File: config.mk
export PLATFORM = sky130hd
export DESIGN_NAME = trng_capture_ctrl
export DESIGN_NICKNAME = d
export VERILOG_FILES = /design/src/rtl/trng_pkg.sv /design/src/rtl/trng_rep_test.sv /design/src/rtl/trng_capture_ctrl.sv
export SDC_FILE = /design/constraint.sdc
export NUM_CORES = 1
export LEC_CHECK = 0
export ABC_AREA = 0
export CAP_MARGIN = 10
export CELL_PAD_IN_SITES_DETAIL_PLACEMENT = 0
export CELL_PAD_IN_SITES_GLOBAL_PLACEMENT = 2
export CORE_ASPECT_RATIO = 0.7
export CORE_MARGIN = 3
export CORE_UTILIZATION = 35
export DETAILED_ROUTE_END_ITERATION = 10
export DONT_BUFFER_PORTS = 1
export GPL_TIMING_DRIVEN = 0
export HOLD_SLACK_MARGIN = 0.1
export PLACE_DENSITY = 0.81
export SLEW_MARGIN = 20
export SYNTH_ARGS = -nofsm -noshare
export SYNTH_HDL_FRONTEND = slang
export SYNTH_SLANG_ARGS = --single-unit
File: constraint.sdc
create_clock -name clk -period 6.01 [get_ports clk]
set_input_delay 0.9015 -clock clk [delete_from_list [all_inputs] [get_ports clk]]
set_output_delay 0.9015 -clock clk [all_outputs]
set_load 0.05 [all_outputs]
File: src/rtl/trng_pkg.sv
// rtl/trng_pkg.sv - shared state encoding and default sizing for the TRNG capture path
package trng_pkg;

    localparam int TRNG_ADDR_W    = 17;
    localparam int TRNG_DEPTH     = 100000;
    localparam int TRNG_WARMUP    = 1024;
    localparam int TRNG_REP_LIMIT = 32;

    typedef enum logic [6:0] {
        ST_IDLE    = 7'b000_0001,
        ST_WARMUP  = 7'b000_0010,
        ST_CAPTURE = 7'b000_0100,
        ST_DONE    = 7'b000_1000,
        ST_RD_ADDR = 7'b001_0000,
        ST_RD_WAIT = 7'b010_0000,
        ST_RD_OUT  = 7'b100_0000
    } trng_state_e;

    // A new capture run may only be launched from a quiescent state.
    function automatic logic start_allowed(input trng_state_e s);
        return (s == ST_IDLE) || (s == ST_DONE);
    endfunction

endpackage

File: src/rtl/trng_rep_test.sv
// rtl/trng_rep_test.sv - repetition-count health test over the captured sample stream
module trng_rep_test
    import trng_pkg::*;
#(
    parameter int REP_LIMIT = TRNG_REP_LIMIT
) (
    input  logic clk,
    input  logic rst,
    input  logic clr,
    input  logic en,
    input  logic sample_bit,
    output logic fail
);

    localparam int CNT_W = $clog2(REP_LIMIT + 1);
    localparam logic [CNT_W-1:0] LIMIT = CNT_W'(REP_LIMIT);

    logic [CNT_W-1:0] run_cnt;
    logic             prev_bit;
    logic             have_prev;

    // Track the current run length; the flag latches one edge after the run hits the limit.
    always_ff @(posedge clk) begin
        if (rst || clr) begin
            run_cnt   <= '0;
            prev_bit  <= 1'b0;
            have_prev <= 1'b0;
            fail      <= 1'b0;
        end else begin
            if (en) begin
                prev_bit  <= sample_bit;
                have_prev <= 1'b1;
                if (!have_prev || (sample_bit != prev_bit)) begin
                    run_cnt <= CNT_W'(1);
                end else if (run_cnt != LIMIT) begin
                    run_cnt <= run_cnt + CNT_W'(1);
                end
            end
            if (run_cnt == LIMIT) begin
                fail <= 1'b1;
            end
        end
    end

endmodule

File: src/rtl/trng_capture_ctrl.sv
// rtl/trng_capture_ctrl.sv - TRNG RO gating, capture sequencing and bitwise readout
module trng_capture_ctrl
    import trng_pkg::*;
#(
    parameter int ADDR_W     = TRNG_ADDR_W,
    parameter int DEPTH      = TRNG_DEPTH,
    parameter int WARMUP_CYC = TRNG_WARMUP,
    parameter int REP_LIMIT  = TRNG_REP_LIMIT
) (
    input  logic              clk,
    input  logic              rst,
    input  logic              start,
    input  logic              abort,
    input  logic              sample_in,
    output logic              ro_en,
    output logic [ADDR_W-1:0] ram_addr,
    output logic              ram_wren,
    output logic              ram_data,
    input  logic              ram_q,
    input  logic              rd_start,
    output logic              rd_valid,
    input  logic              rd_ready,
    output logic              rd_data,
    output logic              rd_last,
    output logic              busy,
    output logic              done,
    output logic              health_fail
);

    localparam int WU_W = $clog2(WARMUP_CYC + 1);
    localparam logic [WU_W-1:0]   WU_LAST   = WU_W'(WARMUP_CYC - 1);
    localparam logic [ADDR_W-1:0] LAST_ADDR = ADDR_W'(DEPTH - 1);

    if (WARMUP_CYC < 1) begin : g_bad_warmup
        $error("WARMUP_CYC must be at least 1");
    end
    if (REP_LIMIT < 2) begin : g_bad_rep_limit
        $error("REP_LIMIT must be at least 2");
    end
    if (longint'(DEPTH) > (longint'(1) << ADDR_W)) begin : g_bad_depth
        $error("DEPTH does not fit in ADDR_W address bits");
    end

    trng_state_e     state;
    logic [WU_W-1:0] wu_cnt;
    logic            run_clr;
    logic            run_en;

    // Samples go straight to the RAM; the write strobe alone decides what is stored.
    assign ram_data = sample_in;

    // The health test restarts with every accepted start and only sees capture cycles.
    assign run_clr = start && !abort && start_allowed(state);
    assign run_en  = (state == ST_CAPTURE);

    trng_rep_test #(
        .REP_LIMIT (REP_LIMIT)
    ) u_rep_test (
        .clk        (clk),
        .rst        (rst),
        .clr        (run_clr),
        .en         (run_en),
        .sample_bit (sample_in),
        .fail       (health_fail)
    );

    // Sequencer: every output is registered and set alongside the state transition.
    always_ff @(posedge clk) begin
        if (rst || abort) begin
            state    <= ST_IDLE;
            wu_cnt   <= '0;
            ro_en    <= 1'b0;
            ram_addr <= '0;
            ram_wren <= 1'b0;
            rd_valid <= 1'b0;
            rd_data  <= 1'b0;
            rd_last  <= 1'b0;
            busy     <= 1'b0;
            done     <= 1'b0;
        end else begin
            case (state)
                ST_IDLE, ST_DONE: begin
                    if (start) begin
                        state    <= ST_WARMUP;
                        wu_cnt   <= '0;
                        ro_en    <= 1'b1;
                        ram_addr <= '0;
                        busy     <= 1'b1;
                        done     <= 1'b0;
                    end else if (rd_start && (state == ST_DONE)) begin
                        state    <= ST_RD_ADDR;
                        ram_addr <= '0;
                        busy     <= 1'b1;
                        done     <= 1'b0;
                    end
                end
                ST_WARMUP: begin
                    if (wu_cnt == WU_LAST) begin
                        state    <= ST_CAPTURE;
                        ram_addr <= '0;
                        ram_wren <= 1'b1;
                    end else begin
                        wu_cnt <= wu_cnt + WU_W'(1);
                    end
                end
                ST_CAPTURE: begin
                    if (ram_addr == LAST_ADDR) begin
                        state    <= ST_DONE;
                        ram_addr <= '0;
                        ram_wren <= 1'b0;
                        ro_en    <= 1'b0;
                        busy     <= 1'b0;
                        done     <= 1'b1;
                    end else begin
                        ram_addr <= ram_addr + ADDR_W'(1);
                    end
                end
                ST_RD_ADDR: begin
                    state <= ST_RD_WAIT;
                end
                ST_RD_WAIT: begin
                    state    <= ST_RD_OUT;
                    rd_data  <= ram_q;
                    rd_valid <= 1'b1;
                    rd_last  <= (ram_addr == LAST_ADDR);
                end
                ST_RD_OUT: begin
                    if (rd_ready) begin
                        rd_valid <= 1'b0;
                        rd_last  <= 1'b0;
                        if (ram_addr == LAST_ADDR) begin
                            state    <= ST_DONE;
                            ram_addr <= '0;
                            busy     <= 1'b0;
                            done     <= 1'b1;
                        end else begin
                            state    <= ST_RD_ADDR;
                            ram_addr <= ram_addr + ADDR_W'(1);
                        end
                    end
                end
                default: begin
                    state    <= ST_IDLE;
                    wu_cnt   <= '0;
                    ro_en    <= 1'b0;
                    ram_addr <= '0;
                    ram_wren <= 1'b0;
                    rd_valid <= 1'b0;
                    rd_data  <= 1'b0;
                    rd_last  <= 1'b0;
                    busy     <= 1'b0;
                    done     <= 1'b0;
                end
            endcase
        end
    end

endmodule

Yosys cells after proc, flatten, opt, wreduce, memory -nomap -nowiden
Index checks and enable logic that the tools add are counted.
{"block": "classes", "n_addsub": 3, "eq_ne": 18, "n_mux": 37, "n_bitwise": 6, "reduce_logical": 26}
{"cell": "$mux W17", "count": 5}
{"cell": "$pmux W17 S5", "count": 1}
{"cell": "$pmux W7 S6", "count": 1}
{"cell": "$mux W7", "count": 5}
{"cell": "$pmux W11 S3", "count": 1}
{"cell": "$mux W11", "count": 2}
{"cell": "$add A17 B1 Y17 const B", "count": 1}
{"cell": "$eq A17 B17 Y1 const B", "count": 1}
{"cell": "$mux W1", "count": 12}
{"cell": "$mux W6", "count": 2}
{"cell": "$pmux W1 S3", "count": 4}
{"cell": "$reduce_and A3 Y1", "count": 4}
{"cell": "$add A11 B1 Y11 const B", "count": 1}
{"cell": "$eq A11 B10 Y1 const B", "count": 1}
{"cell": "$reduce_or A5 Y1", "count": 2}
{"cell": "$ne A2 B2 Y1 const B", "count": 4}
{"cell": "$pmux W1 S4", "count": 2}
{"cell": "$reduce_and A4 Y1", "count": 2}
{"cell": "$reduce_or A4 Y1", "count": 2}
{"cell": "$eq A7 B1 Y1 const B", "count": 1}
{"cell": "$eq A7 B2 Y1 const B", "count": 1}
{"cell": "$eq A7 B3 Y1 const B", "count": 1}
{"cell": "$eq A7 B4 Y1 const B", "count": 1}
{"cell": "$eq A7 B5 Y1 const B", "count": 1}
{"cell": "19 further kinds", "count": 32}
{"block": "totals", "reg_bits": 51, "out_inout_bits": 26}

Logic depth before layout (Yosys ltp)
Gate-level depths: netlist of run 1.
{"block": "depth", "ltp_word": 5, "mapped_depth": 8, "ltp_nobuf": 7}

Modules after synthesis
A second synthesis of run 1 with hierarchy kept.
{"block": "hier_totals", "cells_unflattened": 343, "area_unflattened_um2": 2867.8}
{"module": "trng_capture_ctrl", "n_inst": 1, "cells_each": 291, "area_each_um2": 2384.8, "seq_area_each_um2": 840.8}
{"module": "trng_rep_test", "n_inst": 1, "cells_each": 52, "area_each_um2": 483.0, "seq_area_each_um2": 180.2}

Worst setup path after synthesis of run 1
OpenSTA, ideal clock, no wires.
{"block": "synth_path", "path_type": "register to register", "from": "register ram_addr[11]", "to": "register ram_addr[13]", "t_arrival_ns": 2.191, "t_required_ns": 5.893, "slack_ns": 3.701, "path_stages_with_launch": 8, "n_path_buf": 2, "synth_period_minus_slack_ns": 2.309, "path_cell_list": "dfxtp_1 -> buf_6 -> or4b_1 -> or3_4 -> o21ai_2 -> buf_6 -> o211ai_1 -> a32o_1"}
{"block": "synth_between", "elab_chain_len": 4, "word_cells_on_any_way": 5, "cone_classes": "add/sub: 1; eq/ne: 1; mux: 3"}
{"item": "start: declaration", "line": "trng_capture_ctrl.sv:16", "text": "output logic [ADDR_W-1:0] ram_addr,"}
{"item": "start signal: assignment", "line": "trng_capture_ctrl.sv:115", "text": "ram_addr <= ram_addr + ADDR_W'(1);"}
{"item": "start signal: assignment", "line": "trng_capture_ctrl.sv:138", "text": "ram_addr <= ram_addr + ADDR_W'(1);"}
{"item": "$add A17 B1 Y17 / $eq A17 B17 Y1 (equally long branches)"}
{"item": "$mux W17 (*)", "line": "trng_capture_ctrl.sv:107, trng_capture_ctrl.sv:131"}
{"item": "$mux W17", "line": "trng_capture_ctrl.sv:128", "text": "if (rd_ready) begin"}
{"item": "$pmux W17 S5 (*)", "line": "trng_capture_ctrl.sv:81", "text": "case (state)"}
Every way passes the cells marked *; elsewhere a longest branch is shown, timed or not. The select of a mux whose other input is x is not followed.
A chain may end at the register's enable or synchronous reset.

Worst setup path in the final report of run 1
{"block": "layout_path", "from": "register wu_cnt[0]", "to": "register ram_addr[10]"}
{"block": "layout_between", "elab_chain_len": 3}
{"item": "start: declaration", "line": "trng_capture_ctrl.sv:45", "text": "logic [WU_W-1:0] wu_cnt;"}
{"item": "start signal: assignment", "line": "trng_capture_ctrl.sv:103", "text": "wu_cnt <= wu_cnt + WU_W'(1);"}
{"item": "$eq A11 B10 Y1", "line": "trng_capture_ctrl.sv:98", "text": "if (wu_cnt == WU_LAST) begin"}
{"item": "$ne A2 B2 Y1 (no line)"}
{"item": "$reduce_and A4 Y1 (no line)"}
No other way between the ends.

==> results of run 1 <==
cell usage in the layout, fill, tap and decap left out, types with 2 or more instances in the layout:
cell / instances
and3_1: 11
a311oi_1: 3
buf_6: 2
nand3_1: 19
mux2i_1: 2
inv_1: 5
a32o_1: 11
clkbuf_16: 5
nand4b_1: 3
nor4_1: 7
o211ai_1: 10
nor4_4: 2
or4_1: 3
a21oi_1: 15
nor4b_1: 3
nand2b_1: 2
nand4_1: 18
nand2_1: 23
buf_2: 13
or3_1: 2
o21ai_0: 18
clkbuf_1: 8
ha_1: 4
nor3_1: 6
and2_1: 6
xor2_1: 6
a22oi_1: 4
xnor2_1: 4
clkbuf_8: 2
o21ai_2: 2
a211oi_1: 5
o2111ai_1: 2
nor3b_1: 8
a31oi_1: 9
o21a_1: 3
a211o_1: 2
nor2_1: 36
dfxtp_1: 51
registers in the layout, summed over array words and instances (netlist names), 6 cells and up:
register	count
state	7
wu_cnt	11
u_rep_test.run_cnt	6
ram_addr	17
final timing paths:
kind,end
worst min-delay path,u_rep_test.have_prev
worst max-delay path,ram_addr[10]
worst min register to register,u_rep_test.have_prev
worst max register to register,ram_addr[10]
worst max-delay path, stage by stage (launching register included):
cell,delay (ps)
dfxtp_1,400
ha_1,220
nand3_1,220
nor4_1,530
o21ai_1,370
nor3_2,700
a32o_1,220
through the flow:
| step | instances | hold WS (ps) | cell area (µm²) |
|---|---|---|---|
| floorplan | 349 | 440 | 2900 |
| global placement | 450 | 448 | 3030 |
| detailed placement | 450 | 477 | 3030 |
| CTS | 458 | 492 | 3180 |
| global route | 458 | 510 | 3180 |
| finish | 458 | 491 | 3180 |
per-layer routing:
layer  GRT usage, %  routed length, µm  vias to the layer above
li1               -                  -                     1355
met1           28.1               4400                     1351
met2           26.3               3380                       91
met3           5.46                650                       10
met4           4.34                 95                        0
met5              0                  0                        -
kinds of logic after synthesis:
group	synth area share [%]
AO/OA/AOI/OAI	23.3
buffers and inverters	4.96
flip-flops	35.2
XOR/XNOR	3.02
AND/OR/NAND/NOR	30.8
adder cells (fa/ha/maj)	1.73
multiplexers	1.08
power groups by stage:
stage	clock, mW	sequential [mW]	combinational [mW]
floorplan	0	0.354	0.0464
global placement	0	0.355	0.0629
detailed placement	0	0.355	0.0621
CTS	0.313	0.347	0.0623
global route	0.329	0.347	0.0700
finish	0.305	0.347	0.0627
area by class of cell:
cell class                      count  area (µm²)  area share, %
Buffer                             24         125           3.93
Clock buffer                        8         156           4.91
Inverter                            5        18.8          0.590
Multi-Input combinational cell    269        1740           54.5
Sequential cell                    51        1020           32.1
Tap cell                          101         126           3.97
==> flow_summary.toml, run 1 <==
[run_status]
status = "finished, final reports clean"

[detailed_routing]
drt-pass1-iter-count = 5
wl_per_cell_um = 18.6
vias = 2807
drtIter0Drc = 207
viasPerCell = 6.13
final_antenna_net_count = 0
drc = 0
wl_mm = 8.53

[worst_hold_path]
hold_class = "reg2reg"
worstHoldStart = "u_rep_test.have_prev"
holdPathStages = 2

[timing]
fin_setup_tns_ps = 0
setup_violations = 0
fmax_ghz = 0.369
slew_viol_final = 0
setup_ws_ps = 3300
tightest_slew_ps = 902
slew_headroom_pct = 39.9
finalCritPeriodShare_pct = 45.1
rsz0062_at_grt = "false"
finalCriticalPeriod_ps = 2710
finalClockSkew_ps = 5.72
hold_violations = 0

[grt]
overflow = 0
groute.usage.overall_pct = 18.8
grt_max_degree = 15
antenna_found_initial = 0
grt_pass1_vias = 2521
grt_pass1_wl_mm = 13.9

[synth]
ys_dominant_reg_cell = "dfxtp_1"
yosysSeqAreaShare_pct = 35.2
synth_top_area_share_pct = 35.2
syn-num-nets = 361
synth.most_common_cell = "dfxtp_1"
yosys-top-cells-area = "dfxtp_1 (35%), nor2_1 (4.7%), nand4_1 (3.9%), a32o_1 (3.8%), nand3_1 (3.3%)"
synthArstFlopShare_pct = 0
synth_area_um2 = 2900
synth_cells = 349
yosys_warnings = 0
synth_edf_count = 0
synthDistinctLibCells = 58
synth.avg_cell_area_um2 = 8.31
synth_common_cells = "dfxtp_1 (51), nor2_1 (36), nand2_1 (23)"
yosys.area.top_type = "dfxtp_1"
synth_seq_cells = 51

[layout]
n_antenna_cell = 0
drive_gt1_share_pct = 9.52
num-nets-final = 368
fillers = 825
post-route-util_pct = 39.9
syn_to_final_growth_pct = 9.75

[clock_network]
clock_path_buffers = 2
cts.reportedPaths.clkPinSlew_ps = 70
postCtsResizedCells = 0
cts_root_buffer = "clkbuf_16"
cts_made_buffers = 5
cts_tree = "built"
clkLatencyLatePin_ps = 290
cts_hold_buf = 0
htreeDepth = 2
post_cts.repair.setup_buffers = 0
clock_sinks = 51

[power]
swShare_pct = 24.7
total_power_uw = 715
p_clk_share_pct = 42.7
internal-power_uw = 538
p_leak_nw = 1.05
power.density_nw_per_um2 = 225
irDropWorstVdd_mv = 0.104
p_sw_uw = 177
p_seq_share_pct = 48.5
combPwrFrac_pct = 8.8

[critical_path]
endpoint_kind = "register"
r2r_cells = 6
setup.worst_path.start_class = "register"
critical_path_class = "reg2reg"
cp.arrival_ps = 2950
path_max_fanout = 10
required_ps = 6250
r2r_setup_slack_ps = 3300
regToRegStartpoint = "wu_cnt[0]"
cp-startpoint = "wu_cnt[0]"

[placement]
hpwl_mm = 6.19
gp_congestion = 0.842
io_buffers = 0
place_ws_ps = 3280

[floorplan]
placementRows = 27
dieArea_um2 = 9430
core_area_um2 = 7970
die_h_um = 82.2
start_util_pct = 36.4
die_width_um = 115
ios = 34

[job]
maxCapViolCount = 0
Note: power is estimated with default switching activity, not from simulation.
==> run 2, diff against run 1 <==
--- a/config.mk
+++ b/config.mk
@@ -11,12 +11,12 @@
 export CELL_PAD_IN_SITES_GLOBAL_PLACEMENT = 2
 export CORE_ASPECT_RATIO = 0.7
 export CORE_MARGIN = 3
-export CORE_UTILIZATION = 35
+export CORE_UTILIZATION = 34
 export DETAILED_ROUTE_END_ITERATION = 10
 export DONT_BUFFER_PORTS = 1
 export GPL_TIMING_DRIVEN = 0
 export HOLD_SLACK_MARGIN = 0.1
-export PLACE_DENSITY = 0.81
+export PLACE_DENSITY = 0.82
 export SLEW_MARGIN = 20
 export SYNTH_ARGS = -nofsm -noshare
 export SYNTH_HDL_FRONTEND = slang
==> constraint.sdc (replaced) <==
create_clock -name clk -period 2.4 [get_ports clk]
set_input_delay 0.36 -clock clk [delete_from_list [all_inputs] [get_ports clk]]
set_output_delay 0.36 -clock clk [all_outputs]
set_load 0.05 [all_outputs]
==> flow_summary.toml, run 2 (synthesized netlist as in run 1, its figures left out) <==
[detailed_routing]
drc = 0
final_antenna_net_count = 0
wl_per_cell_um = 19.3
viasPerCell = 6.11
drtIter0Drc = 196
vias = 2806
drt-pass1-iter-count = 5
wl_mm = 8.84

[worst_hold_path]
hold_class = "in2reg"
worstHoldStart = "sample_in"

[layout]
register_area_um2 = 1040
final_common_cell = "dfxtp_1"
drive_gt1_share_pct = 17.0
largest_reg_flops = 17
num-nets-final = 369
multi_input_area_um2 = 1800
reg_top3 = "ram_addr: 17 flops, wu_cnt: 11 flops, state: 7 flops"
regMostFlops = "ram_addr"
n_antenna_cell = 0
fillers = 847
post-route-util_pct = 41.1
mostFrequentLayoutCells = "dfxtp_1 (39), nor2_1 (35), nand2_1 (23)"
syn_to_final_growth_pct = 14.4

[placement]
place_ws_ps = -399
io_buffers = 0
hpwl_mm = 6.35
gp_congestion = 0.822

[critical_path]
critical_path_class = "reg2reg"
regToRegStartpoint = "ram_addr[11]"
path_max_fanout = 10
endpoint_kind = "register"
setup.worst_path.start_class = "register"
required_ps = 2580
cp.arrival_ps = 2500
cp-startpoint = "ram_addr[11]"

[timing]
fin_setup_tns_ps = 0
finalClockSkew_ps = 7.58
slew_viol_final = 0
finalCriticalPeriod_ps = 2320
slew_headroom_pct = 53.9
hold_violations = 0
fmax_ghz = 0.431
finalCritPeriodShare_pct = 96.7
tightest_slew_ps = 690
setup_violations = 0
rsz0062_at_grt = "false"
setup_ws_ps = 78.3

[clock_network]
clkLatencyLatePin_ps = 300
clock_sinks = 51
cts.reportedPaths.clkPinSlew_ps = 70
cts_tree = "built"
cts_hold_buf = 0
cts_root_buffer = "clkbuf_16"
clock_path_buffers = 2
cts_made_buffers = 5
htreeDepth = 2

[grt]
grt_max_degree = 16
grt_pass1_wl_mm = 14.4
overflow = 0
grt_pass1_vias = 2603
antenna_found_initial = 0
groute.usage.overall_pct = 18.7

[floorplan]
placementRows = 27
ios = 34
die_h_um = 83.3
dieArea_um2 = 9690
core_area_um2 = 8070
die_width_um = 116
start_util_pct = 35.9

[job]
maxCapViolCount = 0

[power]
power.density_nw_per_um2 = 571
irDropWorstVdd_mv = 0.238
p_leak_nw = 1.09

[run_status]
status = "finished, final reports clean"
run 2: changes by cell type in the layout (fill, tap and decap cells not counted), moves of 2 or more:
cell      delta
dfxtp_2      +9
dfxtp_1     -12
clkbuf_1     -3
buf_4        +2
dfxtp_4      +3
run 2: layout make-up:
type	count	area share (%)
clock buffers	6	4.19
flip-flops and latches	51	31.5
repair buffers	2	0.830
plain buffers	23	3.77
inverters	5	0.566
multi-input cells	269	54.3
well taps	101	3.81
clock inverters	2	1.06
run 2: what timing repair did:
action                     in CTS  in global routing
setup buffers                   1                  0
setup endpoints to repair      18                 21
pin swaps                       1                  2
gates cloned                    0                  1
gates resized for setup        16                 19
run 2: worst paths after layout:
check / slack, ps / to / depth (start not counted)
setup reg to reg: 80 / ram_addr[2] / 8
hold reg to reg: 480 / u_rep_test.have_prev / 2
hold / removal: 210 / u_rep_test.prev_bit / 2
setup / recovery: 80 / ram_addr[2] / 8
run 2: stage by stage:
step,cell area (µm²),power (mW),instances,hold slack [ps]
after floorplan,2900,1.00,349,440
after global placement,3030,1.05,450,450
after detailed placement,3030,1.05,450,462
after CTS,3270,1.91,459,208
after global routing,3320,1.98,459,236
final,3320,1.89,459,213
run 2: per-layer routing:
metal / global-route usage [%] / wire length, µm / up-vias / share of wire [%]
met5: 0 / 0 / - / 0
met4: 4.53 / 67 / 0 / 0.76
met3: 4.59 / 563 / 6 / 6.4
met2: 24.9 / 3550 / 90 / 40
met1: 29.3 / 4660 / 1352 / 53
li1: - / - / 1358 / -
run 2: where the power goes:
part	internal, mW	total (mW)	switching (mW)
clock network	0.520	0.863	0.343
registers	0.848	0.865	0.0168
logic	0.0531	0.166	0.113
total	1.42	1.89	0.473
run 2: critical path: stages (launching register included):
cell	delay (ps)
dfxtp_4	410
buf_6	150
or4b_4	520
or3_4	380
o21ai_4	170
buf_6	150
nor3_4	50
buf_12	160
a32o_1	210
==> run 3, diff against run 2 <==
--- a/config.mk
+++ b/config.mk
@@ -6,14 +6,14 @@
 export NUM_CORES = 1
 export LEC_CHECK = 0
 export ABC_AREA = 0
+export BUFFER_PORTS_ARGS = -buffer_cell sky130_fd_sc_hd__clkbuf_2
 export CAP_MARGIN = 10
 export CELL_PAD_IN_SITES_DETAIL_PLACEMENT = 0
 export CELL_PAD_IN_SITES_GLOBAL_PLACEMENT = 2
 export CORE_ASPECT_RATIO = 0.7
 export CORE_MARGIN = 3
-export CORE_UTILIZATION = 34
+export CORE_UTILIZATION = 31
 export DETAILED_ROUTE_END_ITERATION = 10
-export DONT_BUFFER_PORTS = 1
 export GPL_TIMING_DRIVEN = 0
 export HOLD_SLACK_MARGIN = 0.1
 export PLACE_DENSITY = 0.82
==> constraint.sdc (replaced) <==
create_clock -name clk -period 2.1 [get_ports clk]
set_input_delay 0.315 -clock clk [delete_from_list [all_inputs] [get_ports clk]]
set_output_delay 0.315 -clock clk [all_outputs]
set_load 0.05 [all_outputs]
==> flow_summary.toml, run 3 (synthesized netlist as in run 1, its figures left out) <==
[run_status]
status = "finished, final reports clean"

[timing]
setup_ws_ps = 36.8
finalCriticalPeriod_ps = 2060
setup_violations = 0
rsz0062_at_grt = "true"
hold_violations = 0
finalClockSkew_ps = 10.3
slew_viol_final = 0
fmax_ghz = 0.485
tightest_slew_ps = 652
slew_headroom_pct = 56.2
finalCritPeriodShare_pct = 98.2
fin_setup_tns_ps = 0

[layout]
reg_top3 = "ram_addr: 17 flops, wu_cnt: 11 flops, state: 7 flops"
num-nets-final = 414
multi_input_area_um2 = 1920
mostFrequentLayoutCells = "dfxtp_1 (43), nor2_1 (34), clkbuf_2 (33)"
largest_reg_flops = 17
drive_gt1_share_pct = 27.5
finalInstanceArea_um2 = 3730
final_common_cell = "dfxtp_1"
n_antenna_cell = 0
register_area_um2 = 1040
regMostFlops = "ram_addr"
fillers = 889
syn_to_final_growth_pct = 28.5

[floorplan]
die_width_um = 122
placementRows = 28
ios = 34
start_util_pct = 33.1
dieArea_um2 = 10600
core_area_um2 = 8760
die_h_um = 86.9

[critical_path]
critPathBufInv = 1
setup.worst_path.start_class = "register"
cp_top_family = "simple AND/OR/NAND/NOR gates"
endpoint_kind = "register"
critical_path_class = "reg2reg"
path_max_fanout = 10
cp.arrival_ps = 2250
slowest_stage = "or4b_4"
slowest_delay_ps = 500
crit_chain = "or4b_4 > or3_4 > o21ai_4 > buf_6 > o211ai_1 > a32o_1"
required_ps = 2290

[detailed_routing]
wl_mm = 9.20
drc = 0
vias = 2977
viasPerCell = 5.69
final_antenna_net_count = 0
drt-pass1-iter-count = 5
drtIter0Drc = 274
wl_per_cell_um = 17.6

[placement]
io_buffers = 33
gp_congestion = 0.913
placed_area_um2 = 3230
place_ws_ps = -728
hpwl_mm = 6.42

[power]
combPwrFrac_pct = 10.4
p_seq_share_pct = 42.6
p_leak_nw = 1.31
p_clk_share_pct = 47.0
p_sw_uw = 552
internal-power_mw = 1.73
total_power_mw = 2.28
power.density_nw_per_um2 = 613
swShare_pct = 24.1
irDropWorstVdd_mv = 0.263

[job]
maxCapViolCount = 0

[clock_network]
clkLatencyLatePin_ps = 300
cts_root_buffer = "clkbuf_16"
clock_path_buffers = 2
htreeDepth = 2
cts_made_buffers = 5
cts_tree = "built"
cts.reportedPaths.clkPinSlew_ps = 80
clock_sinks = 51

[worst_hold_path]
hold_class = "in2reg"

[grt]
grt_pass1_wl_mm = 14.7
grt_pass1_vias = 2710
grt_max_degree = 17
antenna_found_initial = 0
groute.usage.overall_pct = 17.4
overflow = 0
[run 3: changes by cell type in the layout (fill, tap and decap cells not counted), sizes merged]
cell	previous run	this run
clkinv	1	0
clkinvlp	0	1
clkbuf	12	44
buf	19	30
bufinv	1	2
nor3	7	8
[run 3: worst min-delay path: stages]
cell	delay, ps
clkbuf_2	70
a22oi_1	60
nor2_1	80
[run 3: path summary, 6_finish.rpt]
check | startpoint | endpoint | slack [ps] | depth (start not counted)
setup reg to reg | ram_addr[11] | ram_addr[3] | 40 | 6
hold / removal | ram_q | rd_data | 280 | 3
hold reg to reg | wu_cnt[0] | wu_cnt[0] | 470 | 1
setup / recovery | ram_addr[11] | ram_addr[3] | 40 | 6
[run 3: power groups by stage]
stage                     Sequential, mW  Combinational [mW]  Clock [mW]
after global placement             0.998               0.208           0
after floorplan                     1.01               0.133           0
after global routing               0.974               0.258        1.14
after detailed placement           0.999               0.209           0
after CTS                          0.973               0.227        1.09
final                              0.973               0.238        1.07
[run 3: cell type report]
cell class	instances	share of cell area [%]
tap	120	4.03
clock inverter	3	1.81
buffer	21	3.06
timing repair buffer	48	7.89
sequential	51	27.9
multi-input combinational	270	51.5
inverter	5	0.504
clock buffer	5	3.36
[run 3: metal layers]
metal	vias up	global-route usage [%]	wire length, µm
li1	1442	-	-
met1	1457	28.3	5210
met2	68	23.2	3560
met3	10	3.12	365
met4	0	3.76	74
met5	-	0	0
[run 3: timing repair]
| action | in CTS | in global routing |
|---|---|---|
| pin swaps | 19 | 13 |
| cloned | 2 | 0 |
| hold buffers | 0 | 0 |
| resized for setup | 28 | 15 |
| buffers inserted | 4 | 10 |
| setup endpoints to repair | 34 | 31 |
[run 3: per-stage QoR]
stage	hold slack (ps)	utilization, %	std cells
floorplan	440	-	349
global placement	450	36.8	502
detailed placement	467	36.8	502
CTS	280	40.8	514
global route	316	42.5	523
finish	281	42.5	523
